**src/rtl/re_cam_pkg.sv**
```systemverilog
// Shared constants for the RE camera readout capture: state encoding, row count,
// default widths and pixel index width.
package re_cam_pkg;

    localparam int N_ROWS     = 2;
    localparam int DATA_W_DEF = 8;
    localparam int N_COLS_DEF = 2;
    localparam int EXP_W_DEF  = 8;
    localparam int N_PIX_DEF  = N_ROWS * N_COLS_DEF;
    localparam int PIX_IDX_W  = (N_PIX_DEF > 1) ? $clog2(N_PIX_DEF) : 1;

    localparam int ST_W = 3;
    localparam logic [ST_W-1:0] ST_IDLE   = 3'd0;
    localparam logic [ST_W-1:0] ST_ERASE  = 3'd1;
    localparam logic [ST_W-1:0] ST_EXPOSE = 3'd2;
    localparam logic [ST_W-1:0] ST_READ1  = 3'd3;
    localparam logic [ST_W-1:0] ST_READ2  = 3'd4;

endpackage

```
**src/rtl/re_pixel_stream.sv**
```systemverilog
// Output shadow buffer holding one committed frame and its exposure length,
// serialised one pixel per accepted handshake.
module re_pixel_stream
    import re_cam_pkg::*;
#(
    parameter int DATA_W = DATA_W_DEF,
    parameter int N_COLS = N_COLS_DEF,
    parameter int EXP_W  = EXP_W_DEF
) (
    input  logic                            clk,
    input  logic                            rst_n,
    input  logic                            load_i,
    input  logic [N_ROWS*N_COLS*DATA_W-1:0] frame_i,
    input  logic [EXP_W-1:0]                exp_i,
    output logic                            empty_o,
    output logic [EXP_W-1:0]                exp_o,
    output logic                            px_valid_o,
    input  logic                            px_ready_i,
    output logic [DATA_W-1:0]               px_data_o,
    output logic                            px_last_o
);

    localparam int N_PIX = N_ROWS * N_COLS;
    localparam int IDX_W = (N_PIX > 1) ? $clog2(N_PIX) : 1;
    localparam logic [IDX_W-1:0] LAST_IDX = IDX_W'(N_PIX - 1);

    logic                       full_q,  full_d;
    logic [IDX_W-1:0]           idx_q,   idx_d;
    logic [N_PIX*DATA_W-1:0]    frame_q, frame_d;
    logic [EXP_W-1:0]           exp_q,   exp_d;
    logic                       accept;
    logic                       last_px;

    // Handshake: px_valid_o is a registered level; while it is high px_data_o and
    // px_last_o do not change. A pixel transfers on a rising edge where both
    // px_valid_o and px_ready_i are high. Valid never depends on ready.
    assign accept     = full_q & px_ready_i;
    assign last_px    = (idx_q == LAST_IDX);
    assign px_valid_o = full_q;
    assign px_data_o  = frame_q[idx_q*DATA_W +: DATA_W];
    assign px_last_o  = full_q & last_px;
    assign empty_o    = ~full_q;
    assign exp_o      = exp_q;

    always_comb begin
        full_d  = full_q;
        idx_d   = idx_q;
        frame_d = frame_q;
        exp_d   = exp_q;
        if (load_i && !full_q) begin
            full_d  = 1'b1;
            idx_d   = '0;
            frame_d = frame_i;
            exp_d   = exp_i;
        end else if (accept) begin
            if (last_px) begin
                full_d = 1'b0;
                idx_d  = '0;
            end else begin
                idx_d = idx_q + 1'b1;
            end
        end
    end

    always_ff @(posedge clk or negedge rst_n) begin
        if (!rst_n) begin
            full_q  <= 1'b0;
            idx_q   <= '0;
            frame_q <= '0;
            exp_q   <= '0;
        end else begin
            full_q  <= full_d;
            idx_q   <= idx_d;
            frame_q <= frame_d;
            exp_q   <= exp_d;
        end
    end

endmodule

```
**src/rtl/re_readout_capture.sv**
```systemverilog
// Receiving end of the RE_control camera bus: tracks erase/expose/read phases,
// times the exposure, captures two ADC rows and hands frames to the pixel stream.
module re_readout_capture
    import re_cam_pkg::*;
#(
    parameter int DATA_W = DATA_W_DEF,
    parameter int N_COLS = N_COLS_DEF,
    parameter int EXP_W  = EXP_W_DEF
) (
    input  logic                     clk,
    input  logic                     reset,
    input  logic                     erase,
    input  logic                     expose,
    input  logic                     NRE_1,
    input  logic                     NRE_2,
    input  logic                     ADC,
    input  logic [N_COLS*DATA_W-1:0] pix_data,
    input  logic                     clr_err,
    output logic                     px_valid,
    input  logic                     px_ready,
    output logic [DATA_W-1:0]        px_data,
    output logic                     px_last,
    output logic                     frame_done,
    output logic [EXP_W-1:0]         exp_cycles,
    output logic [7:0]               frame_cnt,
    output logic                     busy,
    output logic                     proto_err,
    output logic                     overrun,
    output logic [ST_W-1:0]          dbg_state
);

    localparam int ROW_W = N_COLS * DATA_W;

    logic              rst_n;
    logic [ST_W-1:0]   state_q, state_d;
    logic              adc_q;
    logic [EXP_W-1:0]  exp_cnt_q, exp_cnt_d;
    logic [ROW_W-1:0]  row0_q, row0_d;
    logic              frame_done_q, frame_done_d;
    logic [7:0]        frame_cnt_q, frame_cnt_d;
    logic              proto_err_q, proto_err_d;
    logic              overrun_q, overrun_d;

    logic adc_rise;
    logic rd1_ok;
    logic rd2_ok;
    logic in_read;
    logic abort;
    logic commit;
    logic buf_empty;
    logic load;
    logic drop;
    logic bad_adc;
    logic err_set;

    assign rst_n = reset;

    assign adc_rise = ADC & ~adc_q;
    assign rd1_ok   = ~NRE_1 & NRE_2;
    assign rd2_ok   = NRE_1 & ~NRE_2;
    assign in_read  = (state_q == ST_READ1) || (state_q == ST_READ2);
    assign abort    = erase & in_read;
    assign commit   = (state_q == ST_READ2) & adc_rise & rd2_ok & ~abort;
    // A buffer draining its last pixel this cycle still counts as full.
    assign load     = commit & buf_empty;
    assign drop     = commit & ~buf_empty;

    assign bad_adc = adc_rise & ((state_q == ST_READ1) ? ~rd1_ok :
                                 (state_q == ST_READ2) ? ~rd2_ok : 1'b1);
    assign err_set = (~NRE_1 & ~NRE_2) | bad_adc | (erase & expose) | abort;

    always_comb begin
        state_d   = state_q;
        exp_cnt_d = exp_cnt_q;
        row0_d    = row0_q;
        case (state_q)
            ST_IDLE: begin
                if (erase) state_d = ST_ERASE;
            end
            ST_ERASE: begin
                if (expose) begin
                    state_d   = ST_EXPOSE;
                    exp_cnt_d = EXP_W'(1);
                end
            end
            ST_EXPOSE: begin
                if (expose) begin
                    if (exp_cnt_q != {EXP_W{1'b1}}) exp_cnt_d = exp_cnt_q + 1'b1;
                end else begin
                    state_d = ST_READ1;
                end
            end
            ST_READ1: begin
                if (abort) begin
                    state_d = ST_ERASE;
                end else if (adc_rise && rd1_ok) begin
                    row0_d  = pix_data;
                    state_d = ST_READ2;
                end
            end
            ST_READ2: begin
                if (abort)       state_d = ST_ERASE;
                else if (commit) state_d = ST_IDLE;
            end
            default: state_d = ST_IDLE;
        endcase
    end

    always_comb begin
        frame_done_d = load;
        frame_cnt_d  = frame_cnt_q + {7'd0, load};
        proto_err_d  = err_set | (proto_err_q & ~clr_err);
        overrun_d    = drop | (overrun_q & ~clr_err);
    end

    always_ff @(posedge clk or negedge rst_n) begin
        if (!rst_n) begin
            state_q      <= ST_IDLE;
            adc_q        <= 1'b0;
            exp_cnt_q    <= '0;
            row0_q       <= '0;
            frame_done_q <= 1'b0;
            frame_cnt_q  <= '0;
            proto_err_q  <= 1'b0;
            overrun_q    <= 1'b0;
        end else begin
            state_q      <= state_d;
            adc_q        <= ADC;
            exp_cnt_q    <= exp_cnt_d;
            row0_q       <= row0_d;
            frame_done_q <= frame_done_d;
            frame_cnt_q  <= frame_cnt_d;
            proto_err_q  <= proto_err_d;
            overrun_q    <= overrun_d;
        end
    end

    // Row 1 goes straight from the bus into the buffer on the commit edge.
    re_pixel_stream #(
        .DATA_W (DATA_W),
        .N_COLS (N_COLS),
        .EXP_W  (EXP_W)
    ) u_stream (
        .clk        (clk),
        .rst_n      (rst_n),
        .load_i     (load),
        .frame_i    ({pix_data, row0_q}),
        .exp_i      (exp_cnt_q),
        .empty_o    (buf_empty),
        .exp_o      (exp_cycles),
        .px_valid_o (px_valid),
        .px_ready_i (px_ready),
        .px_data_o  (px_data),
        .px_last_o  (px_last)
    );

    assign frame_done = frame_done_q;
    assign frame_cnt  = frame_cnt_q;
    assign busy       = (state_q != ST_IDLE);
    assign proto_err  = proto_err_q;
    assign overrun    = overrun_q;
    assign dbg_state  = state_q;

endmodule
```
**config.mk**
```make
export PLATFORM = sky130hd
export DESIGN_NAME = re_readout_capture
export DESIGN_NICKNAME = d
export VERILOG_FILES = /design/src/rtl/re_cam_pkg.sv /design/src/rtl/re_pixel_stream.sv /design/src/rtl/re_readout_capture.sv
export SDC_FILE = /design/constraint.sdc
export NUM_CORES = 1
export LEC_CHECK = 0
export CAP_MARGIN = 20
export CORE_ASPECT_RATIO = 0.75
export CORE_MARGIN = 2
export CORE_UTILIZATION = 38
export DETAILED_ROUTE_END_ITERATION = 6
export GPL_TIMING_DRIVEN = 1
export PLACE_DENSITY = 0.57
export SLEW_MARGIN = 25
export SYNTH_ARGS = -nofsm -noshare
export SYNTH_HDL_FRONTEND = slang
export SYNTH_SLANG_ARGS = --single-unit
```
**constraint.sdc**
```tcl
create_clock -name clk -period 3.3 [get_ports clk]
set_input_delay 0.99 -clock clk [delete_from_list [all_inputs] [get_ports clk]]
set_output_delay 0.99 -clock clk [all_outputs]
set_load 0.05 [all_outputs]
```
==> Word-level counts from Yosys, hierarchy flattened <==
Cells that the tools add are included.
{ "word_totals": {"wordCells": 91, "mem_count": 0, "rom_bits": 0, "in_bits": 25, "out_inout_bits": 33, "ramBits": 0, "regBits": 82, "latchBits": 0} }
{ "classes": {"n_bitwise": 29, "mux": 20, "n_lt_le_gt_ge": 0, "n_reduce_logical": 13, "div": 0, "add_sub_neg": 3, "n_eq_ne": 13, "shifts": 1, "mul": 0} }
{ "op_table": {"columns": ["operator", "count"], "rows": [
  ["32-bit by 6-bit variable part select with 8-bit output", 1],
  ["8-bit 2-to-1 mux", 3],
  ["3-bit 2-to-1 mux", 7],
  ["1-bit AND", 16],
  ["8-bit one-hot mux with 2 select lines", 1],
  ["3-bit one-hot mux with 5 select lines", 1],
  ["2-bit inequality test (second input constant)", 5],
  ["8-bit by 1-bit adder with 8-bit output", 1],
  ["8-bit by 1-bit adder with 8-bit output (second input constant)", 1],
  ["8-bit inequality test (second input constant)", 1],
  ["1-bit NOT", 8],
  ["3-bit by 2-bit == test with 1-bit output (second input constant)", 2],
  ["2-bit 2-to-1 mux", 3],
  ["2-bit nonzero test", 3],
  ["1-bit 2-to-1 mux", 5],
  ["1-bit bitwise OR", 5],
  ["5-bit AND reduction", 1],
  ["4-bit AND reduction", 1],
  ["3-bit by 1-bit == test with 1-bit output (second input constant)", 1],
  ["3-bit == test (second input constant)", 1],
  ["3-bit logical NOT", 1],
  ["3-bit by 2-bit inequality test with 1-bit output (second input constant)", 1],
  ["3-bit inequality test (second input constant)", 1],
  ["3-bit AND reduction", 1],
  ["7 further kinds", 8]
]} }

==> Longest topological paths before layout <==
{ "depth": {"depth_word": 10, "ltp_mapped": 11, "depth_no_buf": 8} }

==> By module <==
A second synthesis with hierarchy kept.
{ "hier_totals": {"cells_unflattened": 250, "area_unflattened_um2": 3583.4} }
{ "modules_own_cells": {"columns": ["mod", "seq_area_each_um2", "n_inst", "area_per_inst_um2", "cells_each"], "rows": [
  ["re_pixel_stream", 1076.0, 1, 1853.0, 108],
  ["re_readout_capture", 975.9, 1, 1730.4, 142]
]} }

==> Worst setup path after synthesis <==
OpenSTA, ideal clock, no wires.
{ "synth_timing": {"path_kind": "reg2reg", "start": "register state_q[0] (netlist: dbg_state[0])", "end": "register frame_cnt_q[7] (netlist: frame_cnt[7])", "t_required_ns": 3.160, "setup_time_ns": 0.140, "slack_ns": 0.537, "t_arrival_ns": 2.622, "path_buffers": 3, "path_stages_with_launch": 12, "synth_period_minus_slack_ns": 2.763, "cell_sequence": "dfrtp_1 > clkbuf_1 > or3b_1 > nor4_4 > and2b_1 > buf_4 > buf_8 > ha_1 > nand4_1 > nor2_1 > nand2_1 > xnor2_1"} }
{ "synth_between": {"elab_chain_cells": 7, "word_cells_on_any_way": 10, "cone_classes": "1 x add/sub; 2 x eq/ne; 6 x bitwise; 1 x reduce/logical"} }
{ "synth_lines": {"columns": ["element", "line_no", "rtl"], "rows": [
  ["start: declaration", "re_readout_capture.sv:35", "logic [ST_W-1:0] state_q, state_d;"],
  ["start signal: assignment", "re_readout_capture.sv:127", "state_q <= state_d;"],
  ["3-bit by 2-bit == test with 1-bit output or 3-bit == test (tied branches)", "re_readout_capture.sv:61, re_readout_capture.sv:63", null],
  ["1-bit logical OR", "re_readout_capture.sv:61", "assign in_read = (state_q == ST_READ1) || (state_q == ST_READ2);"],
  ["1-bit AND", "re_readout_capture.sv:62", "assign abort = erase & in_read;"],
  ["1-bit NOT (no source line)", null, null],
  ["1-bit AND (*)", "re_readout_capture.sv:63", "assign commit = (state_q == ST_READ2) & adc_rise & rd2_ok & ~abort;"],
  ["1-bit AND (*)", "re_readout_capture.sv:65", "assign load = commit & buf_empty;"],
  ["net frame_done_d", "re_readout_capture.sv:39", "logic frame_done_q, frame_done_d;"],
  ["8-bit by 1-bit adder with 8-bit output (*)", "re_readout_capture.sv:111", "frame_cnt_d = frame_cnt_q + {7'd0, load};"],
  ["net frame_cnt_d[7]", "re_readout_capture.sv:40", "logic [7:0] frame_cnt_q, frame_cnt_d;"],
  ["end signal: assignment", "re_readout_capture.sv:132", "frame_cnt_q <= frame_cnt_d;"],
  ["end: declaration", "re_readout_capture.sv:40", null]
]} }
Mark *: on every way through the listed nets, which the timed path passes. The rest lies on a longest branch.
A chain may end at the register's enable or synchronous reset.

==> Worst setup path after layout <==
{ "layout_timing": {"start": "register u_stream.idx_q[0]", "end": "output port px_data[2]"} }
{ "layout_between": {"elab_chain_cells": 1} }
{ "layout_lines": {"columns": ["element", "line_no", "rtl"], "rows": [
  ["start: declaration", "re_pixel_stream.sv:28", "logic [IDX_W-1:0] idx_q, idx_d;"],
  ["start signal: assignment", "re_pixel_stream.sv:73", "idx_q <= idx_d;"],
  ["32-bit by 6-bit variable part select with 8-bit output", "re_pixel_stream.sv:40", "assign px_data_o = frame_q[idx_q*DATA_W +: DATA_W];"],
  ["end: declaration", "re_readout_capture.sv:21", "output logic [DATA_W-1:0] px_data,"]
]} }
No other way between the ends.

==> impl_metrics.yaml <==
timing:
  setup_viol: 0
  fin_skew_ns: 0.00570
  hold_viol_final: 0
  final_max_slew_viol_count: 0
  rsz0062_at_grt: "no"
  worst_slew_pin_slew_ns: 0.640
  tns_ns: 0
  max_freq_mhz: 324
  period_needed_ns: 3.09
  hold-worst-slack_ns: 0.471
  finalCritPeriodShare: 0.936
  maxSlewHeadroom: 0.573
synthesis:
  post-synth-top-area-cell: "dfrtp_1"
  synth_nets: 281
  synthFlopType: "dfrtp_1"
  synth_warnings: 0
  synthArstFlopShare: 1.00
  synth_top_area_frac: 0.574
  yosysMostFrequentCell: "dfrtp_1"
  synth-seq-cells: 82
  synth.distinct_cells: 49
  yosysSeqAreaShare: 0.574
  syn_area_per_cell_um2: 14.2
  synth_area_um2: 3570
  netlist_top_cells_count: "dfrtp_1, mux2_1, mux2_2, nand2_1"
  synthCells: 252
  synth_area_leaders: "dfrtp_1, mux2_1, mux2_2, mux4_2, ha_1"
  synth_edf_count: 0
routing:
  drt_iter0_drc: 93
  vias: 2206
  wl_per_cell_um: 14.8
  avgViaCountPerCell: 4.89
  drt-total-wl_um: 6660
  first_pass_iters: 4
  drcViolationCount: 0
  ant_nets: 0
cells_and_area:
  finalInstanceArea_um2: 4620
  final_net_count: 347
  nFillCells: 833
  seq_area_um2: 2050
  syn_to_final_growth_pct: 29.2
  diodes: 0
  multiInputGateArea_um2: 1420
  drive_gt1_frac: 0.180
critical_path:
  crit_path_top_delay_cell: "clkdlybuf4s50_1"
  critPathLaunchType: "flop"
  required_ns: 2.31
  slowest_delay_ns: 0.71
  path_max_fanout: 6
  criticalPathCategory: "flop to output pin"
  end_kind: "output pin"
  crit_chain: "buf_4, mux4_2, clkdlybuf4s50_1"
  cp.arrival_ns: 2.10
clock_tree:
  cts_max_path_buffers: 2
  cts-buffers-inserted: 9
  post_cts_buffers: 0
  clock-sinks: 82
  cts.repair.resized: 0
  clock_latency_ns: 0.33
  cts_hold_buf: 0
  htree_levels: 3
  cts_tree: "done"
  clkTransAtPathRegs_ns: 0.06
  cts_root_buffer: "clkbuf_16"
pwr:
  powerDensity_nw_per_um2: 613
  p_leak_nw: 2.14
  ir_worst_vdd_mv: 0.254
  power_mw: 2.83
floorplanning:
  num_rows: 30
  die_w_um: 116
  start_util: 0.393
  fp.dieH_um: 88.0
  ios: 58
  fp.coreArea_um2: 9080
  dieArea_um2: 10200
placement:
  dp_hpwl_um: 4550
  io_buffer_count: 57
  post_dp_cell_area_um2: 4310
  gp_congestion: 0.830
global_route:
  antenna_found_initial: 0
  grt_pass1_vias: 2250
  grt_usage: 0.143
  grt_overflow: 0
  use_met1: 0.210
  grt-busiest-layer: "met1"
  grt_pass1_wl_um: 11300
  met2_usage: 0.210
  grt_max_degree: 50
  grt_use_met3: 0.0381
job:
  maxCapViolCount: 0
run_status:
  status: "finished, final reports clean"
worst_hold_path:
  hold_class: "flop to flop"
## power by group
part	internal, mW	total, mW	switching (mW)
combinational	0.267	0.551	0.284
clock	0.591	0.995	0.404
sequential	1.14	1.28	0.142
total	2.00	2.83	0.831
## per-layer routing
metal | vias to the layer above | routed length, um
li1 | 1061 | -
met1 | 1096 | 3460
met2 | 44 | 2880
met3 | 5 | 263
met4 | 0 | 57
met5 | - | 0
## cells by family after synthesis
| family | Yosys count | synth area share |
|---|---|---|
| flip-flops | 82 | 0.574 |
| multiplexers | 65 | 0.230 |
| AND/OR/NAND/NOR | 44 | 0.0718 |
| AO/OA/AOI/OAI | 33 | 0.0638 |
| buffers and inverters | 17 | 0.0291 |
| XOR/XNOR | 7 | 0.0172 |
| adder cells (fa/ha/maj) | 4 | 0.0140 |
## path summary, 6_finish.rpt
path                                               start                               end  slack, ns  cells past startpoint
setup / recovery           u_stream.idx_q[0]$_DFFE_PN0P_                        px_data[2]       0.21                      3
hold / removal                    frame_cnt[7]$_DFF_PN0_            frame_cnt[7]$_DFF_PN0_       0.47                      1
setup reg to reg                dbg_state[1]$_DFFE_PN0P_            frame_cnt[5]$_DFF_PN0_       0.91                      8
hold reg to reg                   frame_cnt[7]$_DFF_PN0_            frame_cnt[7]$_DFF_PN0_       0.47                      1
max in group asynchronous                          reset  u_stream.frame_q[18]$_DFFE_PN0P_       2.00                      2
min in group asynchronous                          reset          dbg_state[2]$_DFFE_PN0P_       0.69                      1
## critical path: cells and delay by family (launching register included)
family,cells,cell delay [ns]
flip-flops,1,0.34
multiplexers,1,0.52
buffers and inverters,2,0.90
## layout by cell type (no fill, tap or decap), drive strengths merged, types with 2 or more instances in the layout
cell type      Yosys  layout
dfrtp             82      82
mux2              56      56
clkdlybuf4s50      0      55
buf                7      12
nand2             10      10
clkbuf             5       9
mux4               8       8
a21oi              8       8
nor2               7       7
a31oi              7       7
inv                5       7
xnor2              5       5
nand3              4       4
nand2b             4       4
ha                 4       4
nand3b             3       3
o21ai              3       3
nor3               3       3
xor2               2       2
nand4              2       2
and3               2       2
o31ai              2       2
a41oi              2       2
clkinvlp           0       2
clkinv             0       2
## registers in the layout, indices dropped and copies added (netlist names)
signal and flops:
adc_q 1, dbg_state 3, exp_cnt_q 8, frame_cnt 8, frame_done 1, overrun 1
proto_err 1, row0_q 16, u_stream.exp_o 8, u_stream.frame_q 32, u_stream.idx_q 2, u_stream.px_valid_o 1
## stage by stage
stage	utilization	setup slack, ns	cells
after global routing	0.508	0.130	451
after global placement	0.475	0.277	435
after detailed placement	0.475	0.201	435
after CTS	0.508	0.169	451
final	0.508	0.212	451
after floorplan	-	0.537	252
## layout make-up
| class | instances | area share |
|---|---|---|
| inverter | 5 | 0.00407 |
| tap | 128 | 0.0347 |
| timing repair buffer | 67 | 0.144 |
| sequential | 82 | 0.445 |
| clock buffer | 9 | 0.0488 |
| multi-input combinational | 153 | 0.307 |
| clock inverter | 7 | 0.0165 |
Power figures use the tool's default switching activity.
